$ cat src/rtl/alu_mc.sv
// Handshaked ALU: single-cycle ops return after one registered cycle, while mul/divu/remu
// run an iterative shift-add / restoring-divide engine for WIDTH cycles.
module alu_mc #(
    parameter int WIDTH = 16,
    localparam int SHW = $clog2(WIDTH)
) (
    input  logic             clk,
    input  logic             rst_n,
    input  logic             in_valid,
    output logic             in_ready,
    input  logic [WIDTH-1:0] inp_a,
    input  logic [WIDTH-1:0] inp_b,
    input  logic [3:0]       opc,
    output logic             out_valid,
    input  logic             out_ready,
    output logic [WIDTH-1:0] res,
    output logic             flag_z,
    output logic             flag_c,
    output logic             flag_v,
    output logic             flag_dz
);

    localparam logic [3:0] OP_ADD  = 4'h0;
    localparam logic [3:0] OP_SUB  = 4'h1;
    localparam logic [3:0] OP_SLTU = 4'h2;
    localparam logic [3:0] OP_OR   = 4'h3;
    localparam logic [3:0] OP_AND  = 4'h4;
    localparam logic [3:0] OP_SLL  = 4'h5;
    localparam logic [3:0] OP_SRL  = 4'h6;
    localparam logic [3:0] OP_SRA  = 4'h7;
    localparam logic [3:0] OP_XOR  = 4'h8;
    localparam logic [3:0] OP_NOR  = 4'h9;
    localparam logic [3:0] OP_SLT  = 4'hA;
    localparam logic [3:0] OP_MUL  = 4'hB;
    localparam logic [3:0] OP_DIVU = 4'hC;
    localparam logic [3:0] OP_REMU = 4'hD;

    localparam int MSB = WIDTH - 1;
    localparam logic [WIDTH-1:0] W_VAL   = WIDTH'(WIDTH);
    localparam logic [SHW:0]     CNT_W   = (SHW + 1)'(WIDTH);
    localparam logic [SHW:0]     CNT_ONE = (SHW + 1)'(1);

    typedef enum logic [1:0] {IDLE, BUSY, DONE} state_t;

    state_t           state, state_nx;
    logic             accept, is_multi;
    logic [SHW:0]     cnt;
    logic [3:0]       op_q;
    logic [WIDTH-1:0] acc, qr, bq;
    logic [WIDTH-1:0] acc_nx, qr_nx, bq_nx, mc_res;
    logic [WIDTH:0]   rem_sh, rem_dif;
    logic             rem_ge;
    logic [WIDTH:0]   sum, dif;
    logic             shift_big;
    logic [WIDTH-1:0] sc_res;
    logic             sc_c, sc_v;

    assign is_multi  = (opc == OP_MUL) || (opc == OP_DIVU) || (opc == OP_REMU);
    assign out_valid = (state == DONE);

    // NOTE: every signal driven here gets a default first, so no path leaves it unassigned and no latch is inferred.
    always_comb begin
        state_nx = state;
        in_ready = (state == IDLE) || ((state == DONE) && out_ready);
        accept   = in_valid && in_ready;
        case (state)
            IDLE:    if (accept) state_nx = is_multi ? BUSY : DONE;
            BUSY:    if (cnt == CNT_ONE) state_nx = DONE;
            DONE:    if (out_ready) state_nx = accept ? (is_multi ? BUSY : DONE) : IDLE;
            default: state_nx = IDLE;
        endcase
    end

    // NOTE: sequential state uses non-blocking assignments so every register samples pre-edge values.
    always_ff @(posedge clk or negedge rst_n) begin
        if (!rst_n) state <= IDLE;
        else        state <= state_nx;
    end

    assign sum       = {1'b0, inp_a} + {1'b0, inp_b};
    assign dif       = {1'b0, inp_a} + {1'b0, ~inp_b} + {{WIDTH{1'b0}}, 1'b1};
    assign shift_big = (inp_b >= W_VAL);

    always_comb begin
        sc_res = '1;
        sc_c   = 1'b0;
        sc_v   = 1'b0;
        case (opc)
            OP_ADD: begin
                sc_res = sum[MSB:0];
                sc_c   = sum[WIDTH];
                sc_v   = (inp_a[MSB] == inp_b[MSB]) && (sum[MSB] != inp_a[MSB]);
            end
            OP_SUB: begin
                // carry here is the inverted borrow of a - b
                sc_res = dif[MSB:0];
                sc_c   = dif[WIDTH];
                sc_v   = (inp_a[MSB] != inp_b[MSB]) && (dif[MSB] != inp_a[MSB]);
            end
            OP_SLTU: sc_res = {{(WIDTH-1){1'b0}}, (inp_a < inp_b)};
            OP_OR:   sc_res = inp_a | inp_b;
            OP_AND:  sc_res = inp_a & inp_b;
            OP_SLL:  sc_res = shift_big ? '0 : (inp_a << inp_b[SHW-1:0]);
            OP_SRL:  sc_res = shift_big ? '0 : (inp_a >> inp_b[SHW-1:0]);
            OP_SRA:  sc_res = shift_big ? {WIDTH{inp_a[MSB]}}
                                        : WIDTH'($signed(inp_a) >>> inp_b[SHW-1:0]);
            OP_XOR:  sc_res = inp_a ^ inp_b;
            OP_NOR:  sc_res = ~(inp_a | inp_b);
            OP_SLT:  sc_res = {{(WIDTH-1){1'b0}}, ($signed(inp_a) < $signed(inp_b))};
            default: sc_res = '1;
        endcase
    end

    // One engine step: mul keeps multiplier in qr and shifted multiplicand in bq;
    // div shifts the dividend out of qr into the partial remainder acc while quotient bits shift in.
    assign rem_sh  = {acc, qr[MSB]};
    assign rem_dif = rem_sh - {1'b0, bq};
    assign rem_ge  = (rem_sh >= {1'b0, bq});

    always_comb begin
        acc_nx = acc;
        qr_nx  = qr;
        bq_nx  = bq;
        if (op_q == OP_MUL) begin
            acc_nx = qr[0] ? (acc + bq) : acc;
            qr_nx  = qr >> 1;
            bq_nx  = bq << 1;
        end else begin
            acc_nx = rem_ge ? rem_dif[MSB:0] : rem_sh[MSB:0];
            qr_nx  = {qr[MSB-1:0], rem_ge};
        end
        mc_res = (op_q == OP_DIVU) ? qr_nx : acc_nx;
    end

    always_ff @(posedge clk or negedge rst_n) begin
        if (!rst_n) begin
            cnt     <= '0;
            op_q    <= '0;
            acc     <= '0;
            qr      <= '0;
            bq      <= '0;
            res     <= '0;
            flag_z  <= 1'b0;
            flag_c  <= 1'b0;
            flag_v  <= 1'b0;
            flag_dz <= 1'b0;
        end else if (accept) begin
            op_q <= opc;
            if (is_multi) begin
                cnt <= CNT_W;
                acc <= '0;
                qr  <= (opc == OP_MUL) ? inp_b : inp_a;
                bq  <= (opc == OP_MUL) ? inp_a : inp_b;
            end else begin
                res     <= sc_res;
                flag_z  <= (sc_res == '0);
                flag_c  <= sc_c;
                flag_v  <= sc_v;
                flag_dz <= 1'b0;
            end
        end else if (state == BUSY) begin
            cnt <= cnt - CNT_ONE;
            acc <= acc_nx;
            qr  <= qr_nx;
            bq  <= bq_nx;
            if (cnt == CNT_ONE) begin
                // a zero divisor naturally yields all-ones quotient and remainder == A
                res     <= mc_res;
                flag_z  <= (mc_res == '0);
                flag_c  <= 1'b0;
                flag_v  <= 1'b0;
                flag_dz <= (op_q != OP_MUL) && (bq == '0);
            end
        end
    end

endmodule

$ cat config.mk
export PLATFORM = sky130hd
export DESIGN_NAME = alu_mc
export DESIGN_NICKNAME = d
export VERILOG_FILES = /design/src/rtl/alu_mc.sv
export SDC_FILE = /design/constraint.sdc
export NUM_CORES = 1
export LEC_CHECK = 0
export CORE_ASPECT_RATIO = 0.7
export CORE_MARGIN = 4
export CORE_UTILIZATION = 40
export CTS_CLUSTER_SIZE = 8
export DETAILED_ROUTE_END_ITERATION = 8
export PLACE_DENSITY = 0.59
export SLEW_MARGIN = 40
export SYNTH_ARGS = -nofsm -noshare
export SYNTH_HDL_FRONTEND = slang
export SYNTH_SLANG_ARGS = --single-unit
$ cat constraint.sdc
create_clock -name clk -period 3.6 [get_ports clk]
set_input_delay 0.72 -clock clk [delete_from_list [all_inputs] [get_ports clk]]
set_output_delay 0.72 -clock clk [all_outputs]
set_load 0.05 [all_outputs]
# Word-level counts from Yosys, hierarchy flattened
# Index checks and enable logic that the tools add are counted.
dict set report word_totals {
  regBits 79
  out_inout_bits 22
}
dict set report classes {
  add_sub_neg 6
  magnitude_cmp 4
  eq_ne 28
  n_shift 3
  n_mux 50
  bitwise 5
  reduce_logical 20
}
# operator n
set ops {}
lappend ops {{16-bit two-way mux} 24}
lappend ops {{16-bit one-hot mux with 11 select lines} 1}
lappend ops {{16-bit logical NOT} 3}
lappend ops {{16-bit by 16-bit adder with 17-bit output} 2}
lappend ops {{4-bit == test, second input constant} 8}
lappend ops {{16-bit < comparator} 2}
lappend ops {{16-bit NOT} 2}
lappend ops {{17-bit by 1-bit adder with 17-bit output, second input constant} 1}
lappend ops {{17-bit by 16-bit >= comparator with 1-bit output} 1}
lappend ops {{16-bit adder} 1}
lappend ops {{16-bit AND} 1}
lappend ops {{4-bit by 3-bit == test with 1-bit output, second input constant} 4}
lappend ops {{16-bit by 5-bit >= comparator with 1-bit output, second input constant} 1}
lappend ops {{16-bit OR} 1}
lappend ops {{16-bit by 4-bit << shifter with 16-bit output} 1}
lappend ops {{16-bit by 4-bit right shift with 16-bit output} 1}
lappend ops {{16-bit by 4-bit >>> shifter with 16-bit output} 1}
lappend ops {{16-bit subtractor} 1}
lappend ops {{16-bit XOR} 1}
lappend ops {{5-bit two-way mux} 3}
lappend ops {{1-bit two-way mux} 14}
lappend ops {{2-bit two-way mux} 5}
lappend ops {{3-bit AND reduction} 3}
lappend ops {{4-bit by 2-bit == test with 1-bit output, second input constant} 2}
lappend ops {{18 further kinds} 32}

# Longest topological paths before layout
# Gate-level depths: netlist of run 1.
dict set report logic_depth {
  ltp_word 8
  depth_mapped 15
}

# Least setup slack after synthesis of run 1
# OpenSTA, ideal clock, no wires.
dict set report synth_path {
  path_kind {input to register}
  from {input port inp_b[1]}
  to {register flag_z}
  setup_time_ps 64
  arrival_ps 4118
  t_required_ps 3536
  setup_slack_ps -581
  path_stages 15
  n_path_buf 3
  cell_sequence {buf_2 > buf_4 > buf_2 > inv_2 > ha_1 > or2_1 > a221oi_2 > nor4_1 > o41a_1 > a221o_1 > a221o_1 > nor4_1 > nand4_1 > o31ai_1 > a21o_1}
}
dict set report synth_between {
  elab_chain_len 7
  elab_cells_between_ends 21
  cone_classes {add/sub (3); order compare (3); shift (3); mux (6); bitwise (5); reduce/logical (1)}
}
# element line
set synth_rtl {}
lappend synth_rtl {{from (decl)} 12} ;# input logic [WIDTH-1:0] inp_b,
lappend synth_rtl {{16-bit NOT} 81} ;# assign dif = {1'b0, inp_a} + {1'b0, ~inp_b} + {{WIDTH{1'b0}}, 1'b1};
lappend synth_rtl {{16-bit by 16-bit adder with 17-bit output} 81}
lappend synth_rtl {{17-bit by 1-bit adder with 17-bit output} 81}
lappend synth_rtl {{16-bit one-hot mux with 11 select lines (*)} 88} ;# case (opc)
lappend synth_rtl {{16-bit logical NOT (*)} 156} ;# flag_z <= (sc_res == '0);
lappend synth_rtl {{1-bit two-way mux (*)} 149} ;# if (is_multi) begin
lappend synth_rtl {{1-bit two-way mux (*)} 147} ;# end else if (accept) begin
lappend synth_rtl {{to (signal assigned)} 156}
lappend synth_rtl {{to (signal assigned)} 169} ;# flag_z <= (mc_res == '0);
lappend synth_rtl {{to (decl)} 17} ;# output logic flag_z,
# Every way passes the cells marked *; elsewhere a longest branch is shown, timed or not. The select of a mux whose other input is x is not followed.
# A chain may end at the register's enable or synchronous reset.

# Final worst setup path of run 1
dict set report layout_path {
  from {register bq[1]}
  to {register flag_z}
}
dict set report layout_between {
  elab_chain_len 8
  elab_cells_between_ends 12
  cone_classes {add/sub (2); order compare (1); mux (8); reduce/logical (1)}
}
# element line
set layout_rtl {}
lappend layout_rtl {{from (decl)} 49} ;# logic [WIDTH-1:0] acc, qr, bq;
lappend layout_rtl {{from (signal assigned)} 153} ;# bq <= (opc == OP_MUL) ? inp_a : inp_b;
lappend layout_rtl {{from (signal assigned)} 165} ;# bq <= bq_nx;
lappend layout_rtl {{16-bit subtractor, or another cell as far along} 117} ;# assign rem_dif = rem_sh - {1'b0, bq};
lappend layout_rtl {{16-bit two-way mux (on tied branches)} {129, 125}}
lappend layout_rtl {{16-bit two-way mux} 124} ;# if (op_q == OP_MUL) begin
lappend layout_rtl {{16-bit two-way mux (*)} 132} ;# mc_res = (op_q == OP_DIVU) ? qr_nx : acc_nx;
lappend layout_rtl {{16-bit logical NOT (*)} 169}
lappend layout_rtl {{1-bit two-way mux (*)} 166} ;# if (cnt == CNT_ONE) begin
lappend layout_rtl {{1-bit two-way mux (*)} 161} ;# end else if (state == BUSY) begin
lappend layout_rtl {{1-bit two-way mux (*)} 147}
# Marked as above.

==> out/results.tsv, run 1 <==
stage	metric	value	unit
critical_path	Slowest cell on crit path	or4_4	
timing	Slew HR	43.0	%
timing	Min Hold Slack	372	ps
critical_path	WP buf/inv	1	
global_route	vias in the first global route	13000	
timing	setup TNS	0	ps
route	router iterations before antenna repair	6	
route	DR vias/cell	6.28	
finish	Layout Nets	2035	
clock_tree	CTS tree	done	
outcome	status	finished, final reports clean	
finish	fill count	2495	
clock_tree	CTS Root Cell	clkbuf_16	
pwr	Leak	7.50	nW
finish	design area	16200	um^2
route	DR WL/cell	24.7	um
critical_path	CP Launch Type	flop	
logic_synthesis	Synth Instances	1472	
placed_design	Area after DPL	15000	um^2
clock_tree	Worst-Skew Late Latency	350	ps
die	die height	146	um
critical_path	Worst path max stage delay	490	ps
placed_design	Port Buffers	61	
timing	worst slew pin tran	853	ps
clock_tree	Num CTS Buffers	9	
logic_synthesis	synthesis-stage register bit count	79	
die	die area	30100	um^2
critical_path	critical path type	flop to flop	
pwr	Power Density	716	nW/um^2
die	Cell Rows	50	
die	Core ar.	26800	um^2
finish	fin cells	2276	
run	number of max-cap violations	0	
finish	share of layout cells above drive strength 1	33.3	%
logic_synthesis	Post-synth top flop	dfrtp_1	
route	first-iteration detailed-routing DRC count	2016	
timing	Final Hold Fails	0	
die	Top Ports	62	
logic_synthesis	YS warnings	0	
global_route	first-pass GRT wire length	82400	um
critical_path	worst endpoint data arrival time	3860	ps
timing	Period minus WS final	3560	ps
timing	Slew Limit Fails	0	
timing	final setup fails	0	
clock_tree	TritonCTS Sinks	79	
placed_design	placed insts	2232	
logic_synthesis	Synth cell types	101	
critical_path	CP max FO	4	
logic_synthesis	Post-Syn Nets	1600	
die	die width	206	um
logic_synthesis	Cell Area, Synth	10900	um^2
timing	Final period util	98.9	%
route	DRC	0	
logic_synthesis	Post-synth EDFFs	0	
placed_design	Final GP Congestion	1.06	
timing	RSZ-0062 raised after global routing	true	
critical_path	WP data required	3900	ps
pwr	VDD IR max	868	uV
global_route	initial antenna violation count	1	
min_path	Worst Hold Class	input pin to async pin	
logic_synthesis	sequential area share after synthesis	18.1	%
critical_path	Most common cell on crit path	o311a_4	
placed_design	Post-DP HPWL	45200	um
global_route	largest net degree at the start of global routing	47	
timing	Max Clock Skew	8.11	ps
global_route	gr usage total	36.0	%
critical_path	delay-heaviest family, CP	compound AO/OA/AOI/OAI gates	
route	vias	14300	
logic_synthesis	Syn Area/Cell	7.43	um^2
route	Total Wirelength	56100	um
clock_tree	Clock Path Buffers	2	
clock_tree	H-tree depth	3	
critical_path	worst path cell trace	inv_2 > ha_4 > nor2b_4 > o31a_1 > a21o_4 > o311a_4 > or4_4 > o311a_4 > a2111oi_4 > nand4_1 > nor4_4 > a21o_1	
logic_synthesis	Post-synth ARST share	100	%
finish	P&R area growth vs syn	48.2	%
die	Starting Density	40.8	%
timing	Max Freq	0.281	GHz
route	number of routed nets with antenna violations	0	
finish	Ant. Diodes	0	
critical_path	Setup crit end kind	flop	
clock_tree	Reg clk slew, reported paths	60	ps
global_route	total gr overflow	0	
==> worst paths after layout <==
path | cells after the start | from | endpoint | slack [ps]
max | 12 | bq[1]$_DFFE_PN0P_ | flag_z$_DFFE_PN0P_ | 40
min | 1 | rst_n | acc[12]$_DFFE_PN0P_ | 370
max reg2reg | 12 | bq[1]$_DFFE_PN0P_ | flag_z$_DFFE_PN0P_ | 40
min reg2reg | 2 | res[4]$_DFFE_PN0P_ | res[4]$_DFFE_PN0P_ | 520
max in group asynchronous | 2 | rst_n | res[2]$_DFFE_PN0P_ | 2500
min in group clk | 2 | res[4]$_DFFE_PN0P_ | res[4]$_DFFE_PN0P_ | 520
==> worst reg2reg max path: stages (launching register included) <==
cell and delay, ps:
dfrtp_1 400, inv_2 90, ha_4 200, nor2b_4 120
o31a_1 340, a21o_4 270, o311a_4 400, or4_4 500
o311a_4 160, a2111oi_4 400, nand4_1 210, nor4_4 290
a21o_1 150
==> final cells by class <==
cell class	instances	area, um^2	area share, %
sequential	79	1980	12.2
inverter	80	310	1.91
tap	364	455	2.81
clock buffer	12	267	1.64
clock inverter	4	76.3	0.471
multi-input combinational	1211	8880	54.8
timing repair buffer	526	4250	26.2
==> what timing repair did <==
| item | 4_1_cts | 5_1_grt |
|---|---|---|
| endpoints found under the setup margin | 7 | 5 |
| gates cloned | 0 | 0 |
| hold buffers | 0 | 0 |
| setup buffers | 15 | 13 |
| resized for setup | 69 | 95 |
| pin swaps | 22 | 44 |
==> where the power goes <==
group	total, mW	leakage (nW)	switching, mW	internal (mW)
sequential	1.67	0.991	0.393	1.28
clock	1.05	0.165	0.389	0.666
combinational	8.88	6.34	4.98	3.89
total	11.6	7.50	5.77	5.84
==> Yosys cell counts (all sizes together) (8+ instances only) <==
master	number	area, um^2
o31ai	11	87.6
nor2b	15	101
a21oi	99	495
xor2	14	123
inv	80	300
o211ai	44	330
nand2b	10	62.6
xnor2	18	158
a221oi	11	103
nor3	30	155
mux4	12	270
o22ai	12	75.1
nand3	45	225
a211oi	22	165
o221ai	11	96.3
and3	10	62.6
nor4	17	158
a21o	18	135
a22o	8	71.3
a221o	15	150
o21a	8	60.1
nand2	211	795
a22oi	17	128
ha	84	1050
o21ai	131	656
buf	25	118
dfrtp	79	1980
nor2	105	397
a31oi	11	68.8
nand4	18	113
clkbuf	77	289
mux2i	37	370
mux2	14	158
a211o	10	88.8
==> metal layers <==
| metal | wire (um) | vias to the layer above | global-route usage (%) |
|---|---|---|---|
| met4 | 649 | 0 | 3.65 |
| met3 | 9000 | 67 | 14.2 |
| li1 | - | 6392 | - |
| met2 | 20400 | 959 | 44.8 |
| met5 | 0 | - | 0 |
| met1 | 26000 | 6883 | 58.4 |
==> registers in the layout (all words and copies together), names as in the netlist <==
register and flops:
flag_z 1, bq 16, qr 16, flag_c 1, res 16, flag_dz 1
acc 16, flag_v 1, state 2, op_q 4, cnt 5
==> cell families (layout without fill, tap and decap cells) <==
logic type                 count (synthesis)  in the layout  synth area share, %
AOI/OAI and AO/OA                        519            519                 33.0
muxes                                     63             63                 7.29
and+or+nand+nor                          509            509                 22.3
DFF                                       79             79                 18.1
buffers and inverters                    182            622                 6.46
adders and majority gates                 88             88                 10.3
xor gates and xnor gates                  32             32                 2.56
==> placed cells by master (no fill, tap or decap), drive strengths merged, types with 18 or more instances in the layout <==
cell,netlist,final
a21o,18,18
nand3,45,45
ha,84,84
a21oi,99,99
buf,25,468
inv,80,80
a211oi,22,22
o211ai,44,44
o21ai,131,131
clkdlybuf4s50,0,39
xnor2,18,18
nor3,30,30
mux2i,37,37
dfrtp,79,79
nand4,18,18
nand2,211,211
nor2,105,105
==> per-stage QoR <==
step	utilization, %	power (mW)	setup WS, ps
3_5_place_dp	56.1	9.80	-756
4_1_cts	58.8	11.1	0.751
3_3_place_gp	56.0	9.73	-658
5_1_grt	60.4	12.3	-72.6
2_1_floorplan	-	5.99	-55.8
6_report	60.4	11.6	39.3
Note: power is estimated with default switching activity, not from simulation.
==> inputs of run 2 (changes only) <==
--- a/config.mk
+++ b/config.mk
@@ -6,8 +6,8 @@
 export NUM_CORES = 1
 export LEC_CHECK = 0
 export CORE_ASPECT_RATIO = 0.7
-export CORE_MARGIN = 4
 export CORE_UTILIZATION = 40
+export CTS_BUF_LIST = sky130_fd_sc_hd__clkbuf_8 sky130_fd_sc_hd__clkbuf_16
 export CTS_CLUSTER_SIZE = 8
 export DETAILED_ROUTE_END_ITERATION = 8
 export PLACE_DENSITY = 0.59
==> out/results.tsv, run 2 (same netlist as run 1, synthesis figures left out) <==
stage	metric	value	unit	change
outcome	status	complete, but fails checks		
finish	commonest non-fill, non-tap cell in the layout	buf_4		
timing	Final period util	100	%	+1.4 points
route	DR WL/cell	25.1	um	+1.7%
route	Total Wirelength	56700	um	+1.0%
critical_path	Setup crit end kind	flop		
die	die area	28000	um^2	-6.9%
route	Met2 Wirelength	21000	um	+2.8%
pwr	Power Density	718	nW/um^2	+0.28%
timing	final setup fails	1		+1
die	Core ar.	26800	um^2	-0.23%
finish	Layout Nets	2018		-0.84%
timing	Period minus WS final	3610	ps	+50.2 ps
finish	P&R area growth vs syn	45.4	%	
critical_path	critical path type	input pin to flop		
finish	fin cells	2260		-0.70%
die	Cell Rows	50		unchanged
critical_path	CP max FO	4		unchanged
placed_design	Post-DP HPWL	45900	um	+1.4%
placed_design	Placement Setup Slack	-709	ps	+46.4 ps
clock_tree	H-tree depth	3		unchanged
clock_tree	Worst-Skew Late Latency	360	ps	about the same
route	DR vias/cell	6.27		-0.17%
route	met1 WL	26800	um	+2.7%
critical_path	CP Launch Type	input pin		
placed_design	Final GP Congestion	1.05		-1.6%
timing	Final Hold Fails	0		unchanged
global_route	largest net degree at the start of global routing	53		+13%
clock_tree	Num CTS Buffers	9		unchanged
route	router iterations before antenna repair	6		unchanged
timing	worst slew pin tran	812	ps	-41.1 ps
placed_design	Port Buffers	61		unchanged
route	met3 routed WL	8420	um	-6.4%
timing	Slew HR	45.4	%	+2.4 points
global_route	gr usage total	40.2	%	+4.2 points
clock_tree	CTS Root Cell	clkbuf_16		
timing	Slew Limit Fails	0		unchanged
timing	Max Clock Skew	14.1	ps	+5.94 ps
timing	RSZ-0062 raised after global routing	true		
global_route	first-pass GRT wire length	82800	um	+0.49%
clock_tree	TritonCTS Sinks	79		unchanged
clock_tree	Reg clk slew, reported paths	70	ps	about the same
pwr	VDD IR max	638	uV	-26%
finish	design area	15900	um^2	-1.9%
critical_path	Reg-to-Reg Start	bq[1]$_DFFE_PN0P_		
pwr	Leak	7.28	nW	-2.9%
die	Top Ports	62		unchanged
route	number of routed nets with antenna violations	0		unchanged
critical_path	worst endpoint data arrival time	3920	ps	+60 ps
critical_path	CP Launch Point	inp_b[0]		
critical_path	reg2reg path depth	12		unchanged
clock_tree	CTS tree	done		
route	highest metal used	met4		
clock_tree	Clock Path Buffers	2		unchanged
placed_design	placed insts	2223		-0.40%
run	number of max-cap violations	0		unchanged
die	die height	140	um	-4.1%
die	Starting Density	40.9	%	+0.095 points
finish	share of layout cells above drive strength 1	32.0	%	-1.3 points
global_route	vias in the first global route	12700		-2.2%
critical_path	WP data required	3900	ps	about the same
timing	Max Freq	0.277	GHz	-1.4%
finish	most frequent cells in the layout	buf_4 (433), nand2_1 (209), o21ai_0 (123)		
min_path	Worst Hold Class	input pin to async pin		
route	first-iteration detailed-routing DRC count	1911		-5.2%
global_route	initial antenna violation count	2		+1
placed_design	Area after DPL	15000	um^2	-0.48%
route	vias	14200		-0.87%
die	die width	200	um	-2.9%
outcome	violated checks	negative setup slack		
timing	Setup WS post-layout	-10.9	ps	-50.2 ps
global_route	total gr overflow	0		unchanged
clock_tree	hold_buf cts	0		unchanged
route	DRC	0		unchanged
[run 2: changes by cell type in the layout (fill, tap and decap cells not counted), sizes merged]
cell	previous run	this run
clkbuf	15	12
inv	80	81
diode	0	1
clkinvlp	1	3
dlymetal6s2s	11	4
buf	468	450
bufinv	2	0
clkdlybuf4s50	39	48
clkinv	1	2
[run 2: repair_timing]
item,in CTS,in global routing
gates resized for setup,53,74
setup endpoints to repair,5,6
cloned,0,0
buffers inserted,9,11
pin swaps,19,40
[run 2: worst max-delay path, stage by stage]
cell           delay (ps)
dlygate4sd2_1         260
ha_2                  190
or2_4                 260
a221oi_4              250
buf_6                 180
nor4_4                 60
buf_4                 130
or3b_4                420
a31o_1                250
nor2b_4               130
a221o_1               350
a221o_1               370
o31ai_2               230
a21o_1                110
[run 2: power by group]
| part | switching, mW | internal (mW) | leakage (nW) |
|---|---|---|---|
| clock | 0.426 | 0.489 | 0.131 |
| sequential | 0.410 | 1.28 | 0.989 |
| combinational | 4.99 | 3.82 | 6.16 |
[run 2: final cells by class]
type	count	area, um^2
diodes	1	2.50
clock buffers	10	239
clock inverters	6	45.0
fillers	2570	10900
inverters	80	310
multi-input cells	1211	8810
flip-flops and latches	79	1980
well taps	364	455
repair buffers	509	4070
[run 2: path summary, 6_finish.rpt]
kind                                            to  slack [ps]
worst max-delay path            flag_z$_DFFE_PN0P_         -10
worst min-delay path            bq[14]$_DFFE_PN0P_         380
worst max register to register  flag_z$_DFFE_PN0P_         -10
worst min register to register  res[1]$_DFFE_PN0P_         490
max in group asynchronous       acc[0]$_DFFE_PN0P_        2430
min in group clk                res[1]$_DFFE_PN0P_         490
[run 2: per-layer routing]
| layer | GRT usage, % | vias up |
|---|---|---|
| met3 | 13.0 | 50 |
| met2 | 50.4 | 873 |
| met4 | 4.74 | 0 |
| li1 | - | 6365 |
| met5 | 0 | - |
| met1 | 65.1 | 6889 |
[run 2: through the flow]
step	util (%)	setup TNS [ps]	total power, mW	hold WS [ps]
3_5_place_dp	55.9	-5400	9.80	476
2_1_floorplan	-	-77.3	5.99	424
4_1_cts	58.1	-29.3	10.9	396
3_3_place_gp	55.9	-5190	9.74	475
5_1_grt	59.4	-216	12.0	429
6_report	59.4	-10.9	11.4	380
